===== config.mk =====
export PLATFORM = sky130hd
export DESIGN_NAME = bus_timeout_recovery
export DESIGN_NICKNAME = d
export VERILOG_FILES = /design/src/rtl/bus_recovery_pkg.sv /design/src/rtl/bus_backoff_timer.sv /design/src/rtl/bus_timeout_recovery.sv
export SDC_FILE = /design/constraint.sdc
export NUM_CORES = 1
export LEC_CHECK = 0
export CORE_MARGIN = 2
export CORE_UTILIZATION = 41
export CTS_CLUSTER_SIZE = 40
export DETAILED_ROUTE_END_ITERATION = 10
export GPL_ROUTABILITY_DRIVEN = 0
export PLACE_DENSITY = 0.73
export SKIP_LAST_GASP = 1
export SYNTH_ARGS = -nofsm -noshare
export SYNTH_HDL_FRONTEND = slang
export SYNTH_SLANG_ARGS = --single-unit

===== constraint.sdc =====
create_clock -name clk -period 1.6 [get_ports clk]
set_input_delay 0.32 -clock clk [delete_from_list [all_inputs] [get_ports clk]]
set_output_delay 0.32 -clock clk [all_outputs]
set_load 0.03 [all_outputs]

===== src/rtl/bus_recovery_pkg.sv =====
// bus_recovery_pkg
//   Shared definitions for the bus timeout recovery controller:
//   - recovery_state_e : FSM state encoding
//   - DEFAULT_*        : default values for the controller parameters
//   - backoff_delay()  : backoff length for a given (1-based) retry index
package bus_recovery_pkg;

  typedef enum logic [2:0] {
    ST_IDLE    = 3'd0,
    ST_ISSUE   = 3'd1,
    ST_WAIT    = 3'd2,
    ST_ABORT   = 3'd3,
    ST_BACKOFF = 3'd4,
    ST_FATAL   = 3'd5
  } recovery_state_e;

  localparam int DEFAULT_MAX_RETRIES  = 32'sd3;
  localparam int DEFAULT_BACKOFF_BASE = 32'sd2;

  // Backoff doubles with each retry: base, 2*base, 4*base, ...
  // retry_idx is 1 for the first retry.
  function automatic int backoff_delay(input int base, input int retry_idx);
    if (retry_idx < 32'sd1) begin
      return base;
    end else begin
      return base << (retry_idx - 32'sd1);
    end
  endfunction

endpackage


===== src/rtl/bus_backoff_timer.sv =====
// bus_backoff_timer
//   Load / count-down timer used to space out retries. Only instantiated
//   when BUS_RECOVERY_BACKOFF_EN is defined.
// Ports:
//   clk      in   clock
//   reset    in   asynchronous active-high reset
//   load     in   load load_val into the counter (has priority over counting)
//   load_val in   W-bit delay in cycles (>= 1)
//   expired  out  high during the last cycle of the loaded delay
module bus_backoff_timer #(
  parameter int W = 4
) (
  input  logic         clk,
  input  logic         reset,
  input  logic         load,
  input  logic [W-1:0] load_val,
  output logic         expired
);

  localparam logic [W-1:0] CNT_ONE  = W'(32'd1);
  localparam logic [W-1:0] CNT_ZERO = W'(32'd0);

  logic [W-1:0] cnt_r;

  // Countdown register: reload on request, otherwise step toward zero.
  always_ff @(posedge clk or posedge reset) begin
    if (reset) begin
      cnt_r <= CNT_ZERO;
    end else if (load) begin
      cnt_r <= load_val;
    end else if (cnt_r != CNT_ZERO) begin
      cnt_r <= cnt_r - CNT_ONE;
    end
  end

  // A loaded value of N gives N cycles in the waiting state; the last of them
  // is the one where the counter reads 1. Zero also reads as expired so a
  // stray zero load can never stall the controller.
  assign expired = (cnt_r <= CNT_ONE);

endmodule


===== src/rtl/bus_timeout_recovery.sv =====
// bus_timeout_recovery
//   Retry controller downstream of the bus watchdog. Issues each attempt as a
//   start_transaction pulse, aborts and retries on timeout_error up to
//   MAX_RETRIES times, then parks in a sticky fatal state until err_clear.
//   Keeps a saturating count of counted timeouts.
// Configuration macro:
//   BUS_RECOVERY_BACKOFF_EN - when defined, a BACKOFF wait of
//   BACKOFF_BASE << (retry-1) cycles is inserted between ABORT and ISSUE.
// Ports:
//   clk, reset            clock, asynchronous active-high reset
//   req_valid / req_ready upstream request handshake (ready only in IDLE)
//   start_transaction     one-cycle pulse per attempt (bus and watchdog)
//   complete_transaction  bus completion (honoured only in WAIT)
//   timeout_error         watchdog timeout (honoured only in WAIT)
//   abort                 one-cycle pulse: drop the outstanding transfer
//   done_ok               one-cycle pulse after a successful completion
//   fatal_error           sticky until err_clear or reset
//   err_clear             leaves FATAL
//   retry_count           retries taken for the current request
//   timeout_total         saturating count of counted timeouts
module bus_timeout_recovery
  import bus_recovery_pkg::*;
#(
  parameter int MAX_RETRIES  = DEFAULT_MAX_RETRIES,
  parameter int BACKOFF_BASE = DEFAULT_BACKOFF_BASE,
  parameter int CNT_W        = 32'sd8,
  localparam int RC_W        = (MAX_RETRIES + 1 > 1) ? $clog2(MAX_RETRIES + 1) : 1
) (
  input  logic             clk,
  input  logic             reset,
  input  logic             req_valid,
  output logic             req_ready,
  output logic             start_transaction,
  input  logic             complete_transaction,
  input  logic             timeout_error,
  output logic             abort,
  output logic             done_ok,
  output logic             fatal_error,
  input  logic             err_clear,
  output logic [RC_W-1:0]  retry_count,
  output logic [CNT_W-1:0] timeout_total
);

  localparam logic [RC_W-1:0]  RC_ZERO  = RC_W'(32'd0);
  localparam logic [RC_W-1:0]  RC_ONE   = RC_W'(32'd1);
  localparam logic [RC_W-1:0]  RC_LAST  = RC_W'(MAX_RETRIES);
  localparam logic [CNT_W-1:0] TT_ZERO  = CNT_W'(32'd0);
  localparam logic [CNT_W-1:0] TT_ONE   = CNT_W'(32'd1);
  localparam logic [CNT_W-1:0] TT_SAT   = {CNT_W{1'b1}};

  recovery_state_e  state_r;
  recovery_state_e  state_s;
  logic             done_ok_r;
  logic [RC_W-1:0]  retry_count_r;
  logic [RC_W-1:0]  retry_count_s;
  logic [CNT_W-1:0] timeout_total_r;
  logic             timeout_hit_s;

  // Completion wins over a simultaneous timeout, so such a timeout never counts.
  assign timeout_hit_s = (state_r == ST_WAIT) && timeout_error && !complete_transaction;

`ifdef BUS_RECOVERY_BACKOFF_EN
  localparam int MAX_DELAY = backoff_delay(BACKOFF_BASE, MAX_RETRIES);
  localparam int TMR_W     = $clog2(MAX_DELAY + 1);

  logic             backoff_load_s;
  logic [TMR_W-1:0] backoff_val_s;
  logic             backoff_done_s;

  // Loaded while in ABORT, where retry_count still holds the pre-increment
  // value, so the upcoming retry index is retry_count + 1.
  assign backoff_load_s = (state_r == ST_ABORT);
  assign backoff_val_s  = TMR_W'(backoff_delay(BACKOFF_BASE, int'(retry_count_r) + 32'sd1));

  bus_backoff_timer #(
    .W (TMR_W)
  ) u_backoff_timer (
    .clk      (clk),
    .reset    (reset),
    .load     (backoff_load_s),
    .load_val (backoff_val_s),
    .expired  (backoff_done_s)
  );
`endif

  // FSM state register.
  always_ff @(posedge clk or posedge reset) begin
    if (reset) begin
      state_r <= ST_IDLE;
    end else begin
      state_r <= state_s;
    end
  end

  // FSM next-state decode.
  always_comb begin
    state_s = state_r;
    case (state_r)
      ST_IDLE: begin
        if (req_valid) begin
          state_s = ST_ISSUE;
        end else begin
          state_s = ST_IDLE;
        end
      end
      ST_ISSUE: begin
        state_s = ST_WAIT;
      end
      ST_WAIT: begin
        if (complete_transaction) begin
          state_s = ST_IDLE;
        end else if (timeout_hit_s) begin
          if (retry_count_r == RC_LAST) begin
            state_s = ST_FATAL;
          end else begin
            state_s = ST_ABORT;
          end
        end else begin
          state_s = ST_WAIT;
        end
      end
      ST_ABORT: begin
`ifdef BUS_RECOVERY_BACKOFF_EN
        state_s = ST_BACKOFF;
`else
        state_s = ST_ISSUE;
`endif
      end
      ST_BACKOFF: begin
`ifdef BUS_RECOVERY_BACKOFF_EN
        if (backoff_done_s) begin
          state_s = ST_ISSUE;
        end else begin
          state_s = ST_BACKOFF;
        end
`else
        state_s = ST_ISSUE;
`endif
      end
      ST_FATAL: begin
        if (err_clear) begin
          state_s = ST_IDLE;
        end else begin
          state_s = ST_FATAL;
        end
      end
      default: begin
        state_s = ST_IDLE;
      end
    endcase
  end

  // Retry counter next value: cleared on a new request or on leaving FATAL,
  // bumped once per abort.
  always_comb begin
    retry_count_s = retry_count_r;
    case (state_r)
      ST_IDLE: begin
        if (req_valid) begin
          retry_count_s = RC_ZERO;
        end else begin
          retry_count_s = retry_count_r;
        end
      end
      ST_ABORT: begin
        retry_count_s = retry_count_r + RC_ONE;
      end
      ST_FATAL: begin
        if (err_clear) begin
          retry_count_s = RC_ZERO;
        end else begin
          retry_count_s = retry_count_r;
        end
      end
      default: begin
        retry_count_s = retry_count_r;
      end
    endcase
  end

  // Status registers: done pulse, retry count and saturating timeout total.
  always_ff @(posedge clk or posedge reset) begin
    if (reset) begin
      done_ok_r       <= 1'b0;
      retry_count_r   <= RC_ZERO;
      timeout_total_r <= TT_ZERO;
    end else begin
      done_ok_r     <= (state_r == ST_WAIT) && complete_transaction;
      retry_count_r <= retry_count_s;
      if (timeout_hit_s && (timeout_total_r != TT_SAT)) begin
        timeout_total_r <= timeout_total_r + TT_ONE;
      end
    end
  end

  // Every output is a state decode or a flop; no input reaches an output
  // combinationally.
  assign req_ready         = (state_r == ST_IDLE);
  assign start_transaction = (state_r == ST_ISSUE);
  assign abort             = (state_r == ST_ABORT);
  assign fatal_error       = (state_r == ST_FATAL);
  assign done_ok           = done_ok_r;
  assign retry_count       = retry_count_r;
  assign timeout_total     = timeout_total_r;

endmodule


==> results of run 1 <==
-- sequential cells by signal, indices dropped and copies added, names as in the netlist --
signal	cells
retry_count	2
timeout_total	8
done_ok	1
state_r	3
-- final cells by class --
| class | instances | area (sq um) | share of cell area, % |
|---|---|---|---|
| tap | 25 | 31.3 | 2.91 |
| multi-input combinational | 48 | 369 | 34.3 |
| clock buffer | 4 | 36.3 | 3.37 |
| inverter | 5 | 18.8 | 1.74 |
| sequential | 14 | 354 | 32.9 |
| timing repair buffer | 31 | 267 | 24.8 |
-- worst max-delay path, delay by kind of cell, from the launching register on --
kind | cells | cell delay (ns)
buffers and inverters | 1 | 0.19
AND/OR/NAND/NOR | 2 | 0.38
flip-flops | 1 | 0.40
-- per-stage QoR --
step / util (%) / setup TNS, ns / std cells
after global routing: 63.0 / -0.0478 / 127
after floorplan: - / 0 / 68
after CTS: 61.9 / 0 / 125
after detailed placement: 58.8 / -0.912 / 118
final: 63.0 / 0 / 127
after global placement: 58.8 / -0.854 / 118
-- logic make-up after synthesis --
group           Yosys count  synth area share, %
mux                       4                 6.17
simple gates             30                 25.9
buf+inv                   6                 3.09
xor+xnor                  5                 6.00
fa+ha+maj                 2                 3.43
compound gates            7                 7.38
flops                    14                 48.0
-- Yosys cell counts --
cell and instances:
a211oi_2 1, a21oi_1 2, a22o_1 2, and2b_4 1
and3_2 3, clkbuf_1 1, dfrtp_1 14, ha_1 2
inv_1 5, mux2_2 4, nand2_1 6, nand2b_1 1
nand2b_2 1, nand3_1 3, nand3_2 1, nand3b_1 1
nand4_1 1, nand4_2 1, nor2_1 3, nor2_2 1
nor3_1 4, nor4b_2 1, o2111ai_1 1, o21ai_0 1
or3_1 1, or3b_1 1, xnor2_1 3, xor2_1 2
-- power groups by stage --
stage | Sequential, uW | Combinational, uW | Clock (uW)
finish | 568 | 801 | 248
global route | 585 | 852 | 280
CTS | 565 | 794 | 259
detailed placement | 585 | 764 | 0
global placement | 580 | 759 | 0
floorplan | 706 | 348 | 0
-- timing repair --
item / 4_1_cts / 5_1_grt
buffers inserted: 3 / 2
gates cloned: 0 / 0
setup endpoints to repair: 12 / 3
pin swaps: 0 / 1
resized for setup: 12 / 2
-- per-layer routing --
layer  vias up  part of all wire (%)
met5         -                     0
met4         0                  0.84
met3         2                   3.0
met2        14                    48
met1       288                    48
li1        303                     -
-- worst paths after layout --
check	start	end	slack, ns	cells past startpoint
min reg2reg	timeout_total[0]	timeout_total[0]	0.52	1
max reg2reg	state_r[2]	timeout_total[7]	0.09	5
max in group asynchronous	reset	timeout_total[0]	1.08	3
max	state_r[1]	fatal_error	0.04	3
min in group clk	timeout_total[0]	timeout_total[0]	0.52	1
min	reset	timeout_total[2]	0.33	3
==> flow_summary.yaml, run 1 <==
run_status:
  outcome: "finished clean"
timing:
  fin_crit_sh_pct: 97.4
  fin_hold_ws_ns: 0.333
  setup_viol: 0
  maxSlewHeadroom_pct: 78.9
  rsz0062_at_grt: "yes"
  finalMaxSlewViolations: 0
  period_minus_slack_ns: 1.56
  fmax_mhz: 642
  worst_slack_ns: 0.0412
  hold_viol_final: 0
  tightest_slew_ns: 0.316
  fin_skew_ns: 0.00491
power:
  internal-power_uw: 958
  power_uw: 1620
  power.density_mw_per_mm2: 1500
  switching_share_pct: 40.8
  pwr-share-seq_pct: 35.1
  p_sw_uw: 659
  max-vdd-ir-drop_mv: 0.925
  p_comb_share_pct: 49.6
  p_leak_uw: 0.000541
  clockPowerShare_pct: 15.3
grt:
  met1_usage_pct: 18.3
  grt_antenna_before_repair: 0
  grt_pass1_wl_mm: 2.15
  gr-max-usage-layer: "met2"
  gr-total-overflow: 0
  grt_util_all_layers_pct: 14.0
  use_met3_pct: 2.35
  first_global_vias: 524
  grt_max_degree: 15
  gr-usage-met2_pct: 22.8
setup_path:
  path_cells: "nand2b_2 -> nor2_2 -> buf_4"
  start_kind: "flip-flop"
  worstPathRequired_ns: 1.28
  critical_path.endpoint_type: "primary output"
  worst-endpoint-arrival_ns: 1.24
  critPathKind: "reg2out"
  crit_path_top_delay_cell: "dfrtp_1"
  critPathMaxFanout: 3
  cp_slowest_stage_delay_ns: 0.40
placement:
  post-place-ws_ns: -0.173
  place.detailed.hpwl_mm: 1.02
  place_area_sq_mm: 0.00100
  port_buffers: 20
layout:
  mostFrequentLayoutCell: "buf_4"
  fillers: 153
  final_net_count: 111
  area_growth_pct: 47.5
  fin_area_sq_mm: 0.00108
  drive_above_1_share_pct: 37.3
  layout_common_cells: "buf_4, dfrtp_1, dlygate4sd2_1, nand2_1"
  diodes: 0
floorplan:
  chipWidth_um: 46.2
  io_pins: 21
  core_area_sq_mm: 0.00171
  initial_utilization_pct: 42.7
  die_area_sq_mm: 0.00213
  rows: 15
  die_h_um: 46.2
yosys:
  ys_seq_elements: 14
  synthCells: 68
  synth.top_cells.by_area: "dfrtp_1, mux2_2, xnor2_1"
  netlist_area_sq_um: 729
  yosysSeqAreaShare_pct: 48.0
  yosysWarnings: 0
  netlist-cell-type-count: 28
  synth_nets: 76
  synth_largest_area_cell: "dfrtp_1"
  syn_avg_cell_area_sq_um: 10.7
  yosys.area.top_type_share_pct: 48.0
cts:
  cts_sinks: 14
  h-tree-depth: 1
  cts_hold_buf: 0
  clockBufferDepth: 2
  cts_root_buf: "clkbuf_4"
  cts_buffers: 3
  clk_latency_ns: 0.27
  tritoncts: "yes"
  clk_pin_slew_ns: 0.09
drt:
  wirelength_mm: 1.43
  dr.first_iter.drc_count: 5
  drc: 0
  drtAntennaViolNets: 0
  wl_per_cell_um: 11.3
  dr.pass1.iters: 3
  vias: 607
  viasPerCell: 4.78
min_path:
  hold_class: "in2async"
flow_run:
  cap_violations: 0
Note: power is estimated with default switching activity, not from simulation.
==> inputs of run 2 (changes only) <==
--- a/constraint.sdc
+++ b/constraint.sdc
@@ -3,2 +3,2 @@
 set_output_delay 0.32 -clock clk [all_outputs]
-set_load 0.03 [all_outputs]
+set_load 0.05 [all_outputs]
==> flow_summary.yaml, run 2 (synthesis gave the netlist of run 1 again) <==
run_status:
  outcome: "finished clean"
placement:
  port_buffers: 20
  place.detailed.hpwl_mm: 1.32
  place_area_sq_mm: 0.00118
cts:
  tritoncts: "yes"
  clockBufferDepth: 2
  cts_hold_buf: 0
  clk_latency_ns: 0.28
  cts_sinks: 14
  clk_pin_slew_ns: 0.10
  cts_buffers: 3
  cts_root_buf: "clkbuf_4"
  h-tree-depth: 1
setup_path:
  critical_path.endpoint_type: "primary output"
  start_kind: "flip-flop"
  worstPathRequired_ns: 1.28
  path_cells: "nand2b_2 -> nor2_4 -> buf_12"
  cp_slowest_stage_delay_ns: 0.42
  crit_path_top_delay_cell: "dfrtp_2"
  critPathMaxFanout: 3
  worst-endpoint-arrival_ns: 1.26
  critPathKind: "reg2out"
drt:
  viasPerCell: 5.18
  vias: 658
  wirelength_mm: 1.73
  dr.pass1.iters: 4
  top_layer_used: "met4"
  wl_per_cell_um: 13.6
  drc: 0
  dr.first_iter.drc_count: 18
  drtAntennaViolNets: 0
  wl_met1_um: 741
  dr_wl_met3_um: 64
  met2_length_um: 877
timing:
  tns_ns: 0
  hold_viol_final: 0
  period_minus_slack_ns: 1.58
  fin_crit_sh_pct: 98.7
  setup_viol: 0
  fmax_mhz: 634
  fin_skew_ns: 0.00830
  tightest_slew_ns: 0.532
  rsz0062_at_grt: "yes"
  finalMaxSlewViolations: 0
  maxSlewHeadroom_pct: 64.5
floorplan:
  core_area_sq_mm: 0.00171
  chipWidth_um: 46.2
  die_area_sq_mm: 0.00213
  io_pins: 21
  initial_utilization_pct: 42.7
  die_h_um: 46.2
  rows: 15
grt:
  grt_antenna_before_repair: 0
  grt_max_degree: 15
  grt_pass1_wl_mm: 2.63
  gr-total-overflow: 0
  grt_util_all_layers_pct: 17.7
  first_global_vias: 622
layout:
  drive_above_1_share_pct: 53.9
  seqCellArea_sq_um: 358
  largest_reg_flops: 8
  fin_area_sq_mm: 0.00125
  final_net_count: 111
  fillers: 112
  area_growth_pct: 70.8
  layout_common_cells: "buf_12, buf_4, dfrtp_1, nand2_1, dfrtp_2"
  diodes: 0
  finish.utilization_pct: 73.0
  mostFrequentLayoutCell: "buf_12"
  multi_input_area_sq_um: 382
power:
  p_leak_uw: 0.000557
  max-vdd-ir-drop_mv: 1.23
  power.density_mw_per_mm2: 1760
flow_run:
  cap_violations: 0
min_path:
  hold_class: "in2async"
## run 2: cell count changes in the layout (fill, tap and decap cells not counted), moves of 2 or more
cell,before,now
dlygate4sd2_1,10,0
dfrtp_2,3,6
buf_4,14,12
dfrtp_1,11,8
buf_12,0,14
## run 2: layout make-up
cell class                 instances  share of cell area [%]
timing repair buffer              31                    33.7
multi-input combinational         48                    30.6
sequential                        14                    28.7
clock buffer                       4                    2.91
tap                               25                    2.51
inverter                           5                    1.51
## run 2: path summary, 6_finish.rpt
kind,from,to,slack (ns),depth (start not counted)
min in group clk,state_r[2],state_r[1],0.55,1
max,state_r[1],fatal_error,0.02,3
max reg2reg,state_r[1],timeout_total[2],0.08,5
min,reset,retry_count[1],0.36,2
min reg2reg,state_r[2],state_r[1],0.55,1
max in group asynchronous,reset,timeout_total[2],0.85,2
## run 2: power breakdown
group / switching, uW / internal [uW]
clock network: 123 / 138
logic: 700 / 664
registers: 113 / 460
total: 935 / 1260
## run 2: repair_timing
action                                  in CTS  in global routing
resized for setup                            3                  3
buffers inserted                             2                  1
cloned                                       0                  0
hold endpoints to repair                     0                  0
pin swaps                                    0                  1
endpoints found under the setup margin       3                  3
## run 2: per-layer routing
layer / vias to the layer above / track usage, %
met1: 319 / 20.5
met3: 6 / 3.53
met2: 22 / 29.7
li1: 311 / -
met5: - / 0
met4: 0 / 10.9
## run 2: critical path: cells and delay by family (launching register included)
| family | cells | cell delay (ns) |
|---|---|---|
| buffers and inverters | 1 | 0.15 |
| DFF | 1 | 0.42 |
| and+or+nand+nor | 2 | 0.40 |
## run 2: through the flow
step	setup WS [ns]	instances	power [uW]	hold WS (ns)
6_report	0.0215	127	2200	0.359
4_1_cts	-0.0328	126	2170	0.382
2_1_floorplan	-0.0772	68	1230	0.209
3_5_place_dp	-0.182	120	1880	0.572
5_1_grt	-0.00598	127	2280	0.428
3_3_place_gp	-0.159	120	1840	0.553
